[src/rtl/nrisc_call_stack_if.sv]
// Core-side bus of the NRISC call/return stack: CALL/RET controls, return PC/flags, status.
interface nrisc_call_stack_if #(
    parameter int unsigned TAM   = 16,
    parameter int unsigned DEPTH = 8
);
    localparam int unsigned CW = $clog2(DEPTH) + 1;

    logic          push;
    logic          pop;
    logic [TAM-1:0] pc_in;
    logic [2:0]    flags_in;
    logic          err_clr;
    logic [TAM-1:0] pc_out;
    logic [2:0]    flags_out;
    logic          pop_valid;
    logic [CW-1:0] count;
    logic          empty;
    logic          full;
    logic          overflow;
    logic          underflow;

    modport master (
        output push, pop, pc_in, flags_in, err_clr,
        input  pc_out, flags_out, pop_valid, count, empty, full, overflow, underflow
    );

    modport slave (
        input  push, pop, pc_in, flags_in, err_clr,
        output pc_out, flags_out, pop_valid, count, empty, full, overflow, underflow
    );
endinterface

[src/rtl/nrisc_call_stack.sv]
// Hardware call/return stack holding return PC (and optionally ULA flags) per entry.
// Define NRISC_STACK_FLAGS_EN to store and return flags alongside the PC.
module nrisc_call_stack #(
    parameter int unsigned TAM      = 16,
    parameter int unsigned DEPTH    = 8,
    parameter int unsigned OVF_WRAP = 0
) (
    input logic              clk,
    input logic              rst,
    nrisc_call_stack_if.slave bus
);
    localparam int unsigned PW = $clog2(DEPTH);
    localparam int unsigned CW = PW + 1;
`ifdef NRISC_STACK_FLAGS_EN
    localparam int unsigned EW = TAM + 3;
`else
    localparam int unsigned EW = TAM;
`endif

    logic [EW-1:0]  mem [DEPTH];
    logic [PW-1:0]  top;
    logic [PW-1:0]  top_m1;
    logic [CW-1:0]  count;
    logic [TAM-1:0] pc_q;
    logic [2:0]     flags_q;
    logic           pop_valid_q;
    logic           overflow_q;
    logic           underflow_q;
    logic           is_empty;
    logic           is_full;
    logic           we;
    logic [PW-1:0]  waddr;
    logic [EW-1:0]  wdata;
    logic [EW-1:0]  rdata;

    assign top_m1   = top - PW'(1);
    assign is_empty = (count == CW'(0));
    assign is_full  = (count == CW'(DEPTH));
    assign rdata    = mem[top_m1];

`ifdef NRISC_STACK_FLAGS_EN
    assign wdata = {bus.flags_in, bus.pc_in};
`else
    logic unused_flags;
    assign wdata        = bus.pc_in;
    assign unused_flags = ^bus.flags_in;
`endif

    // Write port: push&pop on a non-empty stack replaces the top in place
    always_comb begin
        we    = 1'b0;
        waddr = top;
        if (bus.push) begin
            if (bus.pop && !is_empty) begin
                we    = 1'b1;
                waddr = top_m1;
            end else if (!is_full || (OVF_WRAP != 0)) begin
                we = 1'b1;
            end
        end
    end

    always_ff @(posedge clk) begin
        if (we) mem[waddr] <= wdata;
    end

    // Pointer, occupancy, popped value and sticky errors; err_clr loses to a new error
    always_ff @(posedge clk or negedge rst) begin
        if (!rst) begin
            top         <= '0;
            count       <= '0;
            pc_q        <= '0;
            flags_q     <= '0;
            pop_valid_q <= 1'b0;
            overflow_q  <= 1'b0;
            underflow_q <= 1'b0;
        end else begin
            pop_valid_q <= 1'b0;
            if (bus.err_clr) begin
                overflow_q  <= 1'b0;
                underflow_q <= 1'b0;
            end
            if (bus.push && bus.pop && !is_empty) begin
                pc_q        <= rdata[TAM-1:0];
`ifdef NRISC_STACK_FLAGS_EN
                flags_q     <= rdata[TAM +: 3];
`endif
                pop_valid_q <= 1'b1;
            end else if (bus.push) begin
                if (bus.pop) underflow_q <= 1'b1;
                if (!is_full) begin
                    top   <= top + PW'(1);
                    count <= count + CW'(1);
                end else begin
                    overflow_q <= 1'b1;
                    if (OVF_WRAP != 0) top <= top + PW'(1);
                end
            end else if (bus.pop) begin
                if (!is_empty) begin
                    pc_q        <= rdata[TAM-1:0];
`ifdef NRISC_STACK_FLAGS_EN
                    flags_q     <= rdata[TAM +: 3];
`endif
                    pop_valid_q <= 1'b1;
                    top         <= top_m1;
                    count       <= count - CW'(1);
                end else begin
                    underflow_q <= 1'b1;
                end
            end
        end
    end

    assign bus.pc_out    = pc_q;
    assign bus.flags_out = flags_q;
    assign bus.pop_valid = pop_valid_q;
    assign bus.count     = count;
    assign bus.empty     = is_empty;
    assign bus.full      = is_full;
    assign bus.overflow  = overflow_q;
    assign bus.underflow = underflow_q;
endmodule

[src/flat_wrapper.sv]
// flat-port wrapper written by rule: the top's interface ports become plain ports
module nrisc_call_stack_flat 
#(
    parameter int unsigned TAM      = 16,
    parameter int unsigned DEPTH    = 8,
    parameter int unsigned OVF_WRAP = 0
)
  (clk, rst, bus_push, bus_pop, bus_pc_in, bus_flags_in, bus_err_clr, bus_pc_out, bus_flags_out, bus_pop_valid, bus_count, bus_empty, bus_full, bus_overflow, bus_underflow);
  nrisc_call_stack_if #(.TAM(TAM), .DEPTH(DEPTH)) bus_i ();
  input logic clk;
  input logic rst;
  input wire logic [$bits(bus_i.push)-1:0] bus_push;
  input wire logic [$bits(bus_i.pop)-1:0] bus_pop;
  input wire logic [$bits(bus_i.pc_in)-1:0] bus_pc_in;
  input wire logic [$bits(bus_i.flags_in)-1:0] bus_flags_in;
  input wire logic [$bits(bus_i.err_clr)-1:0] bus_err_clr;
  output wire logic [$bits(bus_i.pc_out)-1:0] bus_pc_out;
  output wire logic [$bits(bus_i.flags_out)-1:0] bus_flags_out;
  output wire logic [$bits(bus_i.pop_valid)-1:0] bus_pop_valid;
  output wire logic [$bits(bus_i.count)-1:0] bus_count;
  output wire logic [$bits(bus_i.empty)-1:0] bus_empty;
  output wire logic [$bits(bus_i.full)-1:0] bus_full;
  output wire logic [$bits(bus_i.overflow)-1:0] bus_overflow;
  output wire logic [$bits(bus_i.underflow)-1:0] bus_underflow;
  assign bus_i.push = bus_push;
  assign bus_i.pop = bus_pop;
  assign bus_i.pc_in = bus_pc_in;
  assign bus_i.flags_in = bus_flags_in;
  assign bus_i.err_clr = bus_err_clr;
  assign bus_pc_out = bus_i.pc_out;
  assign bus_flags_out = bus_i.flags_out;
  assign bus_pop_valid = bus_i.pop_valid;
  assign bus_count = bus_i.count;
  assign bus_empty = bus_i.empty;
  assign bus_full = bus_i.full;
  assign bus_overflow = bus_i.overflow;
  assign bus_underflow = bus_i.underflow;
  nrisc_call_stack #(.TAM(TAM), .DEPTH(DEPTH), .OVF_WRAP(OVF_WRAP)) u_core (.clk(clk), .rst(rst), .bus(bus_i));
endmodule
[config.mk]
export PLATFORM = sky130hd
export DESIGN_NAME = nrisc_call_stack_flat
export DESIGN_NICKNAME = d
export VERILOG_FILES = /design/src/rtl/nrisc_call_stack_if.sv /design/src/rtl/nrisc_call_stack.sv /design/src/flat_wrapper.sv
export SDC_FILE = /design/constraint.sdc
export NUM_CORES = 1
export LEC_CHECK = 0
export ABC_CLOCK_PERIOD_IN_PS = 3000
export BUFFER_PORTS_ARGS = -buffer_cell sky130_fd_sc_hd__buf_2
export CORE_AREA = 2 2 162 164
export DETAILED_ROUTE_END_ITERATION = 6
export DIE_AREA = 0 0 164 166
export GPL_ROUTABILITY_DRIVEN = 0
export PLACE_DENSITY = 0.42
export SLEW_MARGIN = 25
export SYNTH_ARGS = -nofsm -noshare
export SYNTH_HDL_FRONTEND = slang
export SYNTH_SLANG_ARGS = --single-unit
[constraint.sdc]
create_clock -name clk -period 3 [get_ports clk]
set_clock_uncertainty 0.05 [all_clocks]
set_input_delay 0.3 -clock clk [delete_from_list [all_inputs] [get_ports clk]]
set_output_delay 0.3 -clock clk [all_outputs]
set_load 0.02 [all_outputs]
[Word level (Yosys, flattened, before mapping)]
Memories as Yosys holds them, arrays and structs flattened.
Cells that the tools add are included.
W data, S select, Z words.
Storage, ports and cells
  memory bits (read-only): 0
  memories kept: 1
  output and inout port bits: 28
  input port bits: 24
  register bits: 26
  logic and storage cells: 59
  memory bits (writable): 128
  latch bits: 0
Memories
  u_core.mem: words 8, width 16, read ports 1, clocked after Yosys merged registers in 0, write ports 1, line nrisc_call_stack.sv:20  | logic [EW-1:0] mem [DEPTH];
Cells by class
  order comparisons: 0
  div/mod/pow operators: 0
  add/subtract/negate cells: 4
  bitwise logic cells: 1
  shifts and indexed selects: 0
  reductions and logical operators: 9
  multipliers: 0
  muxes and demuxes: 33
  eq/ne operators: 5
Operators by type and width (count)
  $mux W16: 4
  $mux W1: 19
  $mux W3: 6
  $mux W4: 4
  $ne A2 B2 Y1 const B: 3
  $add A4 B1 Y4 const B: 1
  $eq A4 B4 Y1 const B: 1
  $logic_not A4 Y1: 1
  $reduce_and A4 Y1: 1
  $reduce_bool A2 Y1: 2
  $sub A4 B1 Y4 const B: 1
  $add A3 B1 Y3 const B: 1
  $logic_and A1 B1 Y1: 3
  $reduce_and A3 Y1: 1
  $sub A3 B1 Y3 const B: 1
  $ne A2 B1 Y1 const B: 1
  $logic_not A1 Y1: 1
  $not A1 Y1: 1

[Logic depth before layout (Yosys ltp)]
Gate-level depths: netlist (run 1).
  depth after elaboration: 7
  gate-level depth with buffers: 8

[Worst setup path before layout (run 1)]
No wires, ideal clock.
  kind: reg-to-reg
  from: register u_core.count[0], in the netlist u_core.bus.count[0]
  to: memory u_core.mem[7][0] in the netlist's numbering (enable)
  cell stages (with the launch flop): 7
  data required time: 2562 ps
  slack: 22 ps
  data arrival time: 2540 ps
  clock period less this slack: 2978 ps
  buffers on the path: 1
  cells stage by stage: dfrtp_1 > buf_2 > o41ai_4 > inv_2 > xnor2_1 > or3_1 > nor2_1
On the way
  word-level cells in the longest chain between the ends: 7
  elaborated cells between the ends (all ways): 11
  those cells by class: eq/ne: 1; mux: 7; reduce/logical: 3
RTL lines
  from (decl): line nrisc_call_stack.sv:23  | logic [CW-1:0] count;
  from (signal assigned): line nrisc_call_stack.sv:93  | count <= count + CW'(1);
  from (signal assigned): line nrisc_call_stack.sv:106  | count <= count - CW'(1);
  $logic_not A4 Y1: line nrisc_call_stack.sv:37  | assign is_empty = (count == CW'(0));
  $logic_not A1 Y1: line nrisc_call_stack.sv:54  | if (bus.pop && !is_empty) begin
  $logic_and A1 B1 Y1: line nrisc_call_stack.sv:54
  $mux W1: line nrisc_call_stack.sv:54
  $mux W1: line nrisc_call_stack.sv:53  | if (bus.push) begin
  $mux W1: line nrisc_call_stack.sv:64  | if (we) mem[waddr] <= wdata;
  $mux W1 (not written as such): line nrisc_call_stack.sv:64
  to (decl): line nrisc_call_stack.sv:20
Several ways; a longest one is shown, not always the timed one.

[Worst setup path after layout (run 1)]
  from: register u_core.count[0], in the netlist u_core.bus.count[0]
  to: memory u_core.mem[4][6] in the netlist's numbering (enable)
Same word-level chain as after synthesis.

==> flow_summary.json, run 1 <==
{
  "slew_headroom": 0.379,
  "fin_area_um2": 7600,
  "status": "complete, no violations",
  "fin_util": 0.297,
  "drt_pass1_iterations": 4,
  "dpl_worst_slack_ns": 0.185,
  "drive_gt1_frac": 0.368,
  "fp.dieArea_um2": 27200,
  "hold_viol": 0,
  "detail_route.iter0.violations": 155,
  "fin_tns_setup_ns": 0,
  "clock.fmax_mhz": 366,
  "synthTopCellsByArea": "edfxtp_1 61%, mux2_2 12%, dfrtp_1 10%",
  "clkSinkCount": 154,
  "place_hpwl_mm": 8.54,
  "insertion_delay_ns": 0.41,
  "core-area_um2": 25600,
  "finalCritPeriodShare": 0.910,
  "maxCapViolations": 0,
  "netlist_area_um2": 6270,
  "first_global_vias": 3576,
  "start_util": 0.245,
  "wl_met3_um": 586,
  "avgSynthCellArea_um2": 16.2,
  "num_rows": 59,
  "grtUsageTotal": 0.109,
  "worst_pin_slew_ns": 0.927,
  "synth.ff_latch_count": 154,
  "synth_cells": 387,
  "r2r_slack_ns": 0.27,
  "cp_max_fo": 9,
  "worstHoldPathType": "input pin to flip-flop",
  "vias": 3484,
  "yosys.area.top_type": "edfxtp_1",
  "die_y_um": 166,
  "grt_max_degree": 40,
  "cp.arrival_ns": 2.79,
  "setup_viol": 0,
  "cp_top_family": "simple AND/OR/NAND/NOR gates",
  "met2_length_mm": 7.21,
  "highest-signal-layer": "met4",
  "ys_seq_area_frac": 0.717,
  "syn2layout_area_growth_pct": 21.2,
  "cts_max_path_buffers": 2,
  "cpPeakStageDelay_ns": 0.74,
  "wl_met1_mm": 6.33,
  "antenna_cells": 0,
  "cts-root-buf": "clkbuf_16",
  "via_per_inst": 4.34,
  "synth.distinct_cells": 41,
  "ir_worst_vdd_v": 0.000463,
  "critical_path.startpoint_type": "flip-flop",
  "grt_overflow": 0,
  "fin_hold_ws_ns": 0.0309,
  "yosysWarningCount": 3,
  "critPathCaptureType": "flip-flop",
  "p_per_area_nw_per_um2": 1090,
  "ioPinCount": 52,
  "grt_pass1_wl_mm": 21.6,
  "slowest_stage": "nor2_1",
  "rsz0062_at_grt": "false",
  "synth_top_area_frac": 0.613,
  "worst_ep_required_time_ns": 3.06,
  "fin_ws_ns": 0.271,
  "slew_violations": 0,
  "wl_per_cell_um": 17.8,
  "crit_chain": "o41ai_4, inv_2, xnor2_1, nand3b_1, nor2_1, buf_4",
  "ant_nets": 0,
  "die_w_um": 164,
  "routed_wl_mm": 14.3,
  "fillCellCount": 2518,
  "finalCriticalPeriod_ns": 2.73,
  "clk_pin_slew_ns": 0.06,
  "place_area_um2": 7010,
  "layout.nets": 484,
  "htreeDepth": 4,
  "p_leak_nw": 2.67,
  "critical_path_class": "flip-flop to flip-flop",
  "cts_tree": "yes",
  "io_buffers": 45,
  "cts_buffers": 17,
  "drc": 0,
  "cts-resized-gates": 0,
  "antenna_found_initial": 0,
  "worst-path-buf-inv": 2
}
[worst paths after layout]
path / cells past startpoint / startpoint / end
min reg2reg: 2 / u_core.bus.pc_out[3] / u_core.bus.pc_out[3]
max: 6 / u_core.bus.count[0] / u_core.mem[4][6]
max reg2reg: 6 / u_core.bus.count[0] / u_core.mem[4][6]
min: 2 / bus_err_clr / u_core.bus.overflow
max in group asynchronous: 2 / rst / u_core.bus.pc_out[0]
min in group asynchronous: 2 / rst / u_core.bus.count[3]
[through the flow]
stage               total power (W)  std cells
floorplan                   0.00524        389
global placement            0.00627        770
detailed placement          0.00633        770
CTS                         0.00846        803
global route                0.00882        803
finish                      0.00831        803
[where the power goes]
group / internal (W) / switching [W]
combinational: 0.00140 / 0.00185
sequential: 0.00279 / 0.000176
clock: 0.00130 / 0.000799
total: 0.00549 / 0.00282
[cell type report]
class | count | area [µm²] | share of cell area
Tap cell | 335 | 419 | 0.0551
Clock inverter | 12 | 149 | 0.0196
Multi-Input combinational cell | 204 | 1640 | 0.216
Inverter | 8 | 30.0 | 0.00395
Clock buffer | 20 | 437 | 0.0574
Sequential cell | 154 | 4490 | 0.591
Timing Repair Buffer | 70 | 428 | 0.0563
[logic make-up after synthesis]
logic type	share of synthesized area
AO/OA/AOI/OAI	0.0754
XOR/XNOR	0.00838
adder cells (fa/ha/maj)	0.0112
buffers and inverters	0.0225
flip-flops	0.717
multiplexers	0.128
other	0.000598
AND/OR/NAND/NOR	0.0375
[cells in the final DEF (no fill, tap or decap), drive strengths merged, types with 2 or more instances in the layout]
cell	instances
nand2	27
clkinvlp	2
nand2b	3
nor3	2
buf	69
nor2	13
o22ai	32
clkinv	7
xor2	2
a211oi	4
xnor2	4
ha	4
edfxtp	128
conb	3
dfrtp	26
o31ai	16
a21oi	6
mux2	68
bufinv	3
clkbuf	20
inv	8
mux2i	3
a31oi	4
[cell usage after synthesis]
cell	count
a211oi_1	4
a21o_1	1
a21oi_1	6
a221oi_1	1
a31oi_1	4
and4_1	1
buf_1	3
buf_2	10
buf_4	3
clkbuf_1	6
clkbuf_2	1
clkinv_1	1
conb_1	1
dfrtp_1	26
edfxtp_1	128
fa_1	1
ha_1	4
inv_1	5
inv_2	2
mux2_2	67
mux2_4	1
mux2i_1	3
nand2_1	27
nand2b_1	3
nand3b_1	1
nor2_1	12
nor2_2	1
nor3_1	1
nor3_2	1
nor4_1	1
o21ai_0	1
o22ai_1	32
o311a_1	1
o31ai_1	16
o32ai_1	1
o41ai_4	1
or2_2	1
or3_1	1
or4b_4	1
xnor2_1	4
xor2_1	2
[routing by layer]
layer / global-route usage / vias to the layer above
met2: 0.181 / 64
met1: 0.137 / 1777
met3: 0.0317 / 10
met5: 0 / -
li1: - / 1633
met4: 0.0332 / 0
[sequential cells by signal, indices dropped and copies added (netlist names)]
signal	count
u_core.bus.overflow	1
u_core.bus.count	4
u_core.bus.underflow	1
u_core.mem	128
u_core.bus.pop_valid	1
u_core.bus.pc_out	16
u_core.top	3
[what timing repair did]
action | 4_1_cts | 5_1_grt
buffers inserted | 0 | 0
hold endpoints to repair | 26 | 0
hold buffers | 1 | 0
(Power assumes the default switching activity.)
==> run 2: changes to the inputs <==
--- a/config.mk
+++ b/config.mk
@@ -5,12 +5,14 @@
 export SDC_FILE = /design/constraint.sdc
 export NUM_CORES = 1
 export LEC_CHECK = 0
+export ABC_AREA = 1
 export ABC_CLOCK_PERIOD_IN_PS = 3000
 export BUFFER_PORTS_ARGS = -buffer_cell sky130_fd_sc_hd__buf_2
-export CORE_AREA = 2 2 162 164
+export CORE_AREA = 2 2 168 170
 export DETAILED_ROUTE_END_ITERATION = 6
-export DIE_AREA = 0 0 164 166
+export DIE_AREA = 0 0 170 172
 export GPL_ROUTABILITY_DRIVEN = 0
+export MAX_ROUTING_LAYER = met4
 export PLACE_DENSITY = 0.42
 export SLEW_MARGIN = 25
 export SYNTH_ARGS = -nofsm -noshare
==> run 2 against run 1 <==
First-iteration DRC count rose by 130%. Cell area rose by 5.9%. Sequential share of layout area fell by 3.3 points. Routed wire length rose by 15%. Highest routed layer unchanged. Setup slack improved by 0.34 ns. Combinational power rose by 2%.
==> flow_summary.json, run 2 <==
{
  "avgSynthCellArea_um2": 10.0,
  "fp.dieArea_um2": 29200,
  "grt_overflow": 0,
  "clk_pin_slew_ns": 0.06,
  "path_common_cell": "nand2_1",
  "layout_commonest_cell": "nand2_1",
  "slowest_stage": "dfrtp_1",
  "p_per_area_nw_per_um2": 1060,
  "place_hpwl_mm": 9.36,
  "p_leak_nw": 3.61,
  "detail_route.iter0.violations": 358,
  "fillCellCount": 2869,
  "ant_nets": 0,
  "drc": 0,
  "reg2reg_depth": 11,
  "grt_pass1_wl_mm": 25.6,
  "p_int_w": 0.00512,
  "combPwrFrac": 0.391,
  "cts_buffers": 17,
  "routed_wl_mm": 16.5,
  "whs_path_depth": 4,
  "ir_worst_vdd_v": 0.000836,
  "setup_viol": 0,
  "ys_seq_area_frac": 0.663,
  "worst_ep_required_time_ns": 3.11,
  "hold_viol": 0,
  "top_register": "u_core.mem",
  "switching_power_w": 0.00339,
  "grt_max_degree": 68,
  "cp.arrival_ns": 2.50,
  "synthTopCellsByArea": "edfxtp_1 57%, nand2_1 13%, dfrtp_1 9.6%",
  "clkSinkCount": 154,
  "pwr-share-clk": 0.258,
  "async_flop_share": 0.169,
  "cp_top_family": "simple AND/OR/NAND/NOR gates",
  "wl_per_cell_um": 15.1,
  "ioPinCount": 52,
  "vias": 4532,
  "finalCritPeriodShare": 0.795,
  "cts_tree": "yes",
  "worst_pin_slew_ns": 0.822,
  "synth_edf_count": 128,
  "critPathCaptureType": "flip-flop",
  "slew_violations": 0,
  "antenna_found_initial": 1,
  "worst-path-buf-inv": 4,
  "io_buffers": 45,
  "clock.fmax_mhz": 419,
  "cts-root-buf": "clkbuf_16",
  "cp_max_fo": 19,
  "synth.distinct_cells": 27,
  "yosysWarningCount": 3,
  "rsz0062_at_grt": "false",
  "drive_gt1_frac": 0.154,
  "synth_top_area_frac": 0.567,
  "synth.ff_latch_count": 154,
  "finalCriticalPeriod_ns": 2.38,
  "synth.most_common_cell": "nand2_1",
  "crit_chain": "inv_1, ha_1, inv_1, nand2_1, nand2_4, clkinv_2, nand3_1, nand2_1, nand2_1, nor2_2, buf_4",
  "synth_cells": 675,
  "yosys.area.top_type": "edfxtp_1",
  "die_y_um": 172,
  "syn2layout_area_growth_pct": 18.8,
  "cts_max_path_buffers": 2,
  "share_seq_of_total_power": 0.351,
  "status": "complete, no violations",
  "largest_register_ff_count": 128,
  "final_cell_mix": "242 x nand2_1, 128 x edfxtp_1, 107 x inv_1, 107 x nand3_1, 45 x buf_2",
  "cpPeakStageDelay_ns": 0.40,
  "start_util": 0.247,
  "critical_path_class": "flip-flop to flip-flop",
  "netlist_area_um2": 6780,
  "die_w_um": 170,
  "drt_pass1_iterations": 4,
  "synth.cells.most_frequent": "242 x nand2_1, 128 x edfxtp_1, 107 x inv_1, 107 x nand3_1, 26 x dfrtp_1",
  "htreeDepth": 4,
  "ys.flop_type": "edfxtp_1",
  "fin_tns_setup_ns": 0,
  "core-area_um2": 27500,
  "first_global_vias": 4488,
  "slew_headroom": 0.452,
  "layout.nets": 762,
  "maxCapViolations": 0,
  "swShare": 0.398,
  "grtUsageTotal": 0.122,
  "insertion_delay_ns": 0.42,
  "num_rows": 61,
  "p_total_w": 0.00851,
  "via_per_inst": 4.15,
  "cts_setup_buffers": 0,
  "critical_path.startpoint_type": "flip-flop",
  "cp.depth": 11,
  "worstHoldPathType": "input pin to flip-flop"
}
[run 2: cell count changes after synthesis, sizes merged, moves of 5 or more]
cell and delta:
nand2 +222, inv +102, o31ai -16, nand3 +107, buf +9, a21oi -5, o22ai -32, mux2 -68
[run 2: through the flow]
| stage | hold WS, ns | instance area [µm²] | util | std cells | worst slack (ns) |
|---|---|---|---|---|---|
| final | 0.101 | 8050 | 0.293 | 1093 | 0.616 |
| after global routing | 0.100 | 8050 | 0.293 | 1093 | 0.377 |
| after CTS | 0.0843 | 8050 | 0.293 | 1092 | 0.557 |
| after detailed placement | 0.405 | 7440 | 0.271 | 1059 | 0.574 |
| after global placement | 0.392 | 7440 | 0.271 | 1059 | 0.597 |
| after floorplan | -0.0456 | 6780 | - | 677 | 0.331 |
[run 2: final timing paths]
kind                                        end                 start  slack [ns]
max                            u_core.mem[0][0]         u_core.top[1]        0.62
min                        u_core.bus.underflow           bus_err_clr        0.10
max reg2reg                    u_core.mem[0][0]         u_core.top[1]        0.62
min reg2reg                u_core.bus.pc_out[2]  u_core.bus.pc_out[2]        0.43
max in group asynchronous         u_core.top[0]                   rst        1.86
min in group asynchronous   u_core.bus.overflow                   rst        0.48
[run 2: logic make-up (layout without fill, tap and decap cells)]
logic type               Yosys count  count (layout)  synth area share
AND/OR/NAND/NOR                  368             368             0.232
flip-flops                       154             154             0.663
buffers and inverters            140             209            0.0870
adder cells (fa/ha/maj)            5               5            0.0103
AO/OA/AOI/OAI                      4               4           0.00295
XOR/XNOR                           3               3           0.00388
other                              1               4          0.000553
[run 2: final cells by class]
class                           count  area (µm²)  area share
Antenna cell                        1        2.50    0.000311
Tap cell                          346         433      0.0538
Clock buffer                       18         429      0.0533
Clock inverter                     14         170      0.0211
Inverter                          112         424      0.0527
Sequential cell                   154        4500       0.558
Multi-Input combinational cell    383        1720       0.214
Timing Repair Buffer               65         378      0.0469
[run 2: routing by layer]
layer	track usage	share of wire	wire, µm
met1	0.153	0.47	7730
met2	0.198	0.47	7670
met3	0.0231	0.043	702
met4	0.0457	0.022	359
met5	-	0	0
[run 2: power groups by stage]
| stage | Clock, W | Combinational [W] | Sequential (W) |
|---|---|---|---|
| floorplan | 0 | 0.00215 | 0.00320 |
| CTS | 0.00225 | 0.00343 | 0.00299 |
| global route | 0.00234 | 0.00380 | 0.00303 |
| global placement | 0 | 0.00339 | 0.00303 |
| detailed placement | 0 | 0.00342 | 0.00303 |
| finish | 0.00219 | 0.00333 | 0.00299 |
[run 2: worst reg2reg max path, delay by kind of cell, from the launching register on]
kind,cells,cell delay (ns)
and+or+nand+nor,6,0.75
adders and majority gates,1,0.20
buffers and inverters,4,0.73
DFF,1,0.40
[run 2: timing repair]
action | 4_1_cts | 5_1_grt
hold endpoints to repair | 26 | 0
hold buffers | 1 | 0
resized for setup | 0 | 0
==> run 3: changes to the inputs <==
--- a/config.mk
+++ b/config.mk
@@ -6,14 +6,14 @@
 export NUM_CORES = 1
 export LEC_CHECK = 0
 export ABC_AREA = 1
-export ABC_CLOCK_PERIOD_IN_PS = 3000
+export ABC_CLOCK_PERIOD_IN_PS = 2400
 export BUFFER_PORTS_ARGS = -buffer_cell sky130_fd_sc_hd__buf_2
 export CORE_AREA = 2 2 168 170
 export DETAILED_ROUTE_END_ITERATION = 6
 export DIE_AREA = 0 0 170 172
 export GPL_ROUTABILITY_DRIVEN = 0
 export MAX_ROUTING_LAYER = met4
-export PLACE_DENSITY = 0.42
+export PLACE_DENSITY = 0.41
 export SLEW_MARGIN = 25
 export SYNTH_ARGS = -nofsm -noshare
 export SYNTH_HDL_FRONTEND = slang
==> constraint.sdc (replaced) <==
create_clock -name clk -period 2.4 [get_ports clk]
set_clock_uncertainty 0.05 [all_clocks]
set_input_delay 0.24 -clock clk [delete_from_list [all_inputs] [get_ports clk]]
set_output_delay 0.24 -clock clk [all_outputs]
set_load 0.02 [all_outputs]
==> run 3 against run 2 <==
Register-to-register slack worse by 0.27 ns. Routed wire length down 1.4%. Setup slack worse by 0.27 ns. Global-route usage about the same. Via count down 0.75%. Non-clock buffer count up 5. Cell count up 0.46%. First-iteration DRC count down 42%. Hold slack worse by 0.066 ns. Clock-buffer cell count up 3.
==> flow_summary.json, run 3 (synthesis results as in run 2) <==
{
  "critical_path_class": "flip-flop to flip-flop",
  "worstHoldPathType": "input pin to flip-flop",
  "worst_pin_slew_ns": 0.753,
  "clock.fmax_mhz": 487,
  "clkSinkCount": 154,
  "setup_viol": 0,
  "num_rows": 61,
  "fillCellCount": 2871,
  "wl_per_cell_um": 14.8,
  "cts-root-buf": "clkbuf_16",
  "grt_overflow": 0,
  "io_buffers": 45,
  "p_leak_nw": 3.65,
  "critPathCaptureType": "flip-flop",
  "critical_path.startpoint_type": "flip-flop",
  "cts-resized-gates": 0,
  "largest_register_ff_count": 128,
  "switching_power_w": 0.00424,
  "htreeDepth": 4,
  "grtUsageTotal": 0.122,
  "cts_buffers": 17,
  "die_y_um": 172,
  "top_register": "u_core.mem",
  "crit_chain": "nor2_4, nand2_4, nand2_4, nand2_2, nand2_1, nand2_1, nor2_2, buf_4",
  "combPwrFrac": 0.394,
  "core-area_um2": 27500,
  "layout.nets": 767,
  "cts_max_path_buffers": 2,
  "drc": 0,
  "cts_tree": "yes",
  "cpPeakStageDelay_ns": 0.47,
  "cts_hold_buffers": 1,
  "grt_pass1_wl_mm": 25.2,
  "ir_worst_vdd_v": 0.000697,
  "fin_util": 0.298,
  "hold_viol": 0,
  "die_w_um": 170,
  "first_global_vias": 4245,
  "rsz0062_at_grt": "false",
  "slew_headroom": 0.498,
  "routed_wl_mm": 16.2,
  "clk_pin_slew_ns": 0.06,
  "cp.arrival_ns": 2.14,
  "pwr-share-clk": 0.262,
  "fin_hold_ws_ns": 0.0344,
  "grt_use_met2": 0.188,
  "p_int_w": 0.00663,
  "finalCritPeriodShare": 0.855,
  "start_util": 0.247,
  "cts_setup_buffers": 0,
  "antenna_found_initial": 1,
  "place_hpwl_mm": 9.75,
  "status": "complete, no violations",
  "drt_pass1_iterations": 4,
  "ioPinCount": 52,
  "p_per_area_nw_per_um2": 1330,
  "grt_max_degree": 53,
  "worst_ep_required_time_ns": 2.48,
  "met1_usage": 0.163,
  "finalCriticalPeriod_ns": 2.05,
  "via_per_inst": 4.10,
  "drive_gt1_frac": 0.158,
  "syn2layout_area_growth_pct": 20.7,
  "final_cell_mix": "242 x nand2_1, 128 x edfxtp_1, 107 x inv_1, 107 x nand3_1, 45 x buf_2",
  "maxCapViolations": 0,
  "fp.dieArea_um2": 29200,
  "top_usage_layer": "met2",
  "detail_route.iter0.violations": 206,
  "insertion_delay_ns": 0.42,
  "swShare": 0.390,
  "slowest_stage": "dfrtp_1",
  "layout_commonest_cell": "nand2_1",
  "use_met3": 0.0284,
  "cp_max_fo": 9,
  "share_seq_of_total_power": 0.343,
  "slew_violations": 0,
  "ant_nets": 0,
  "vias": 4498
}
## run 3: final timing paths
path,endpoint,slack [ns],startpoint,cells past startpoint
max in group asynchronous,u_core.top[0],1.40,rst,2
min reg2reg,u_core.bus.pc_out[14],0.43,u_core.bus.pc_out[14],2
min in group asynchronous,u_core.bus.overflow,0.38,rst,2
max reg2reg,u_core.mem[1][9],0.35,u_core.bus.count[0],8
max,u_core.mem[1][9],0.35,u_core.bus.count[0],8
min,u_core.bus.underflow,0.03,bus_err_clr,4
## run 3: final cells by class
| cell class | count | area [µm²] | area share |
|---|---|---|---|
| diodes | 1 | 2.50 | 0.000306 |
| clock buffers | 21 | 450 | 0.0551 |
| clock inverters | 11 | 170 | 0.0208 |
| inverters | 112 | 424 | 0.0518 |
| multi-input cells | 383 | 1740 | 0.213 |
| flip-flops and latches | 154 | 4500 | 0.549 |
| well taps | 346 | 433 | 0.0529 |
| repair buffers | 70 | 465 | 0.0569 |
## run 3: power groups by stage
| stage | combinational, W | sequential [W] | clock, W |
|---|---|---|---|
| 2_1_floorplan | 0.00273 | 0.00399 | 0 |
| 3_3_place_gp | 0.00441 | 0.00379 | 0 |
| 3_5_place_dp | 0.00441 | 0.00379 | 0 |
| 4_1_cts | 0.00442 | 0.00374 | 0.00293 |
| 5_1_grt | 0.00492 | 0.00380 | 0.00304 |
| 6_report | 0.00429 | 0.00374 | 0.00285 |
## run 3: per-stage QoR
step	area [µm²]	power (W)	TNS, ns	std cells	setup slack (ns)
after floorplan	6820	0.00673	-7.15	677	-0.223
after global placement	7550	0.00820	0	1064	0.335
after detailed placement	7550	0.00819	0	1064	0.343
after CTS	8180	0.0111	0	1097	0.326
after global routing	8180	0.0118	0	1098	0.182
final	8180	0.0109	0	1098	0.348
## run 3: per-layer routing
layer / routed length, µm / up-vias
met3: 613 / 15
met2: 7410 / 77
li1: - / 2284
met1: 8040 / 2122
met5: 0 / -
met4: 159 / 0
## run 3: worst max-delay path: cells and delay by family, from the launching register on
kind	cells	cell delay, ns
AND/OR/NAND/NOR	7	1.05
flip-flops	1	0.47
buffers and inverters	1	0.19
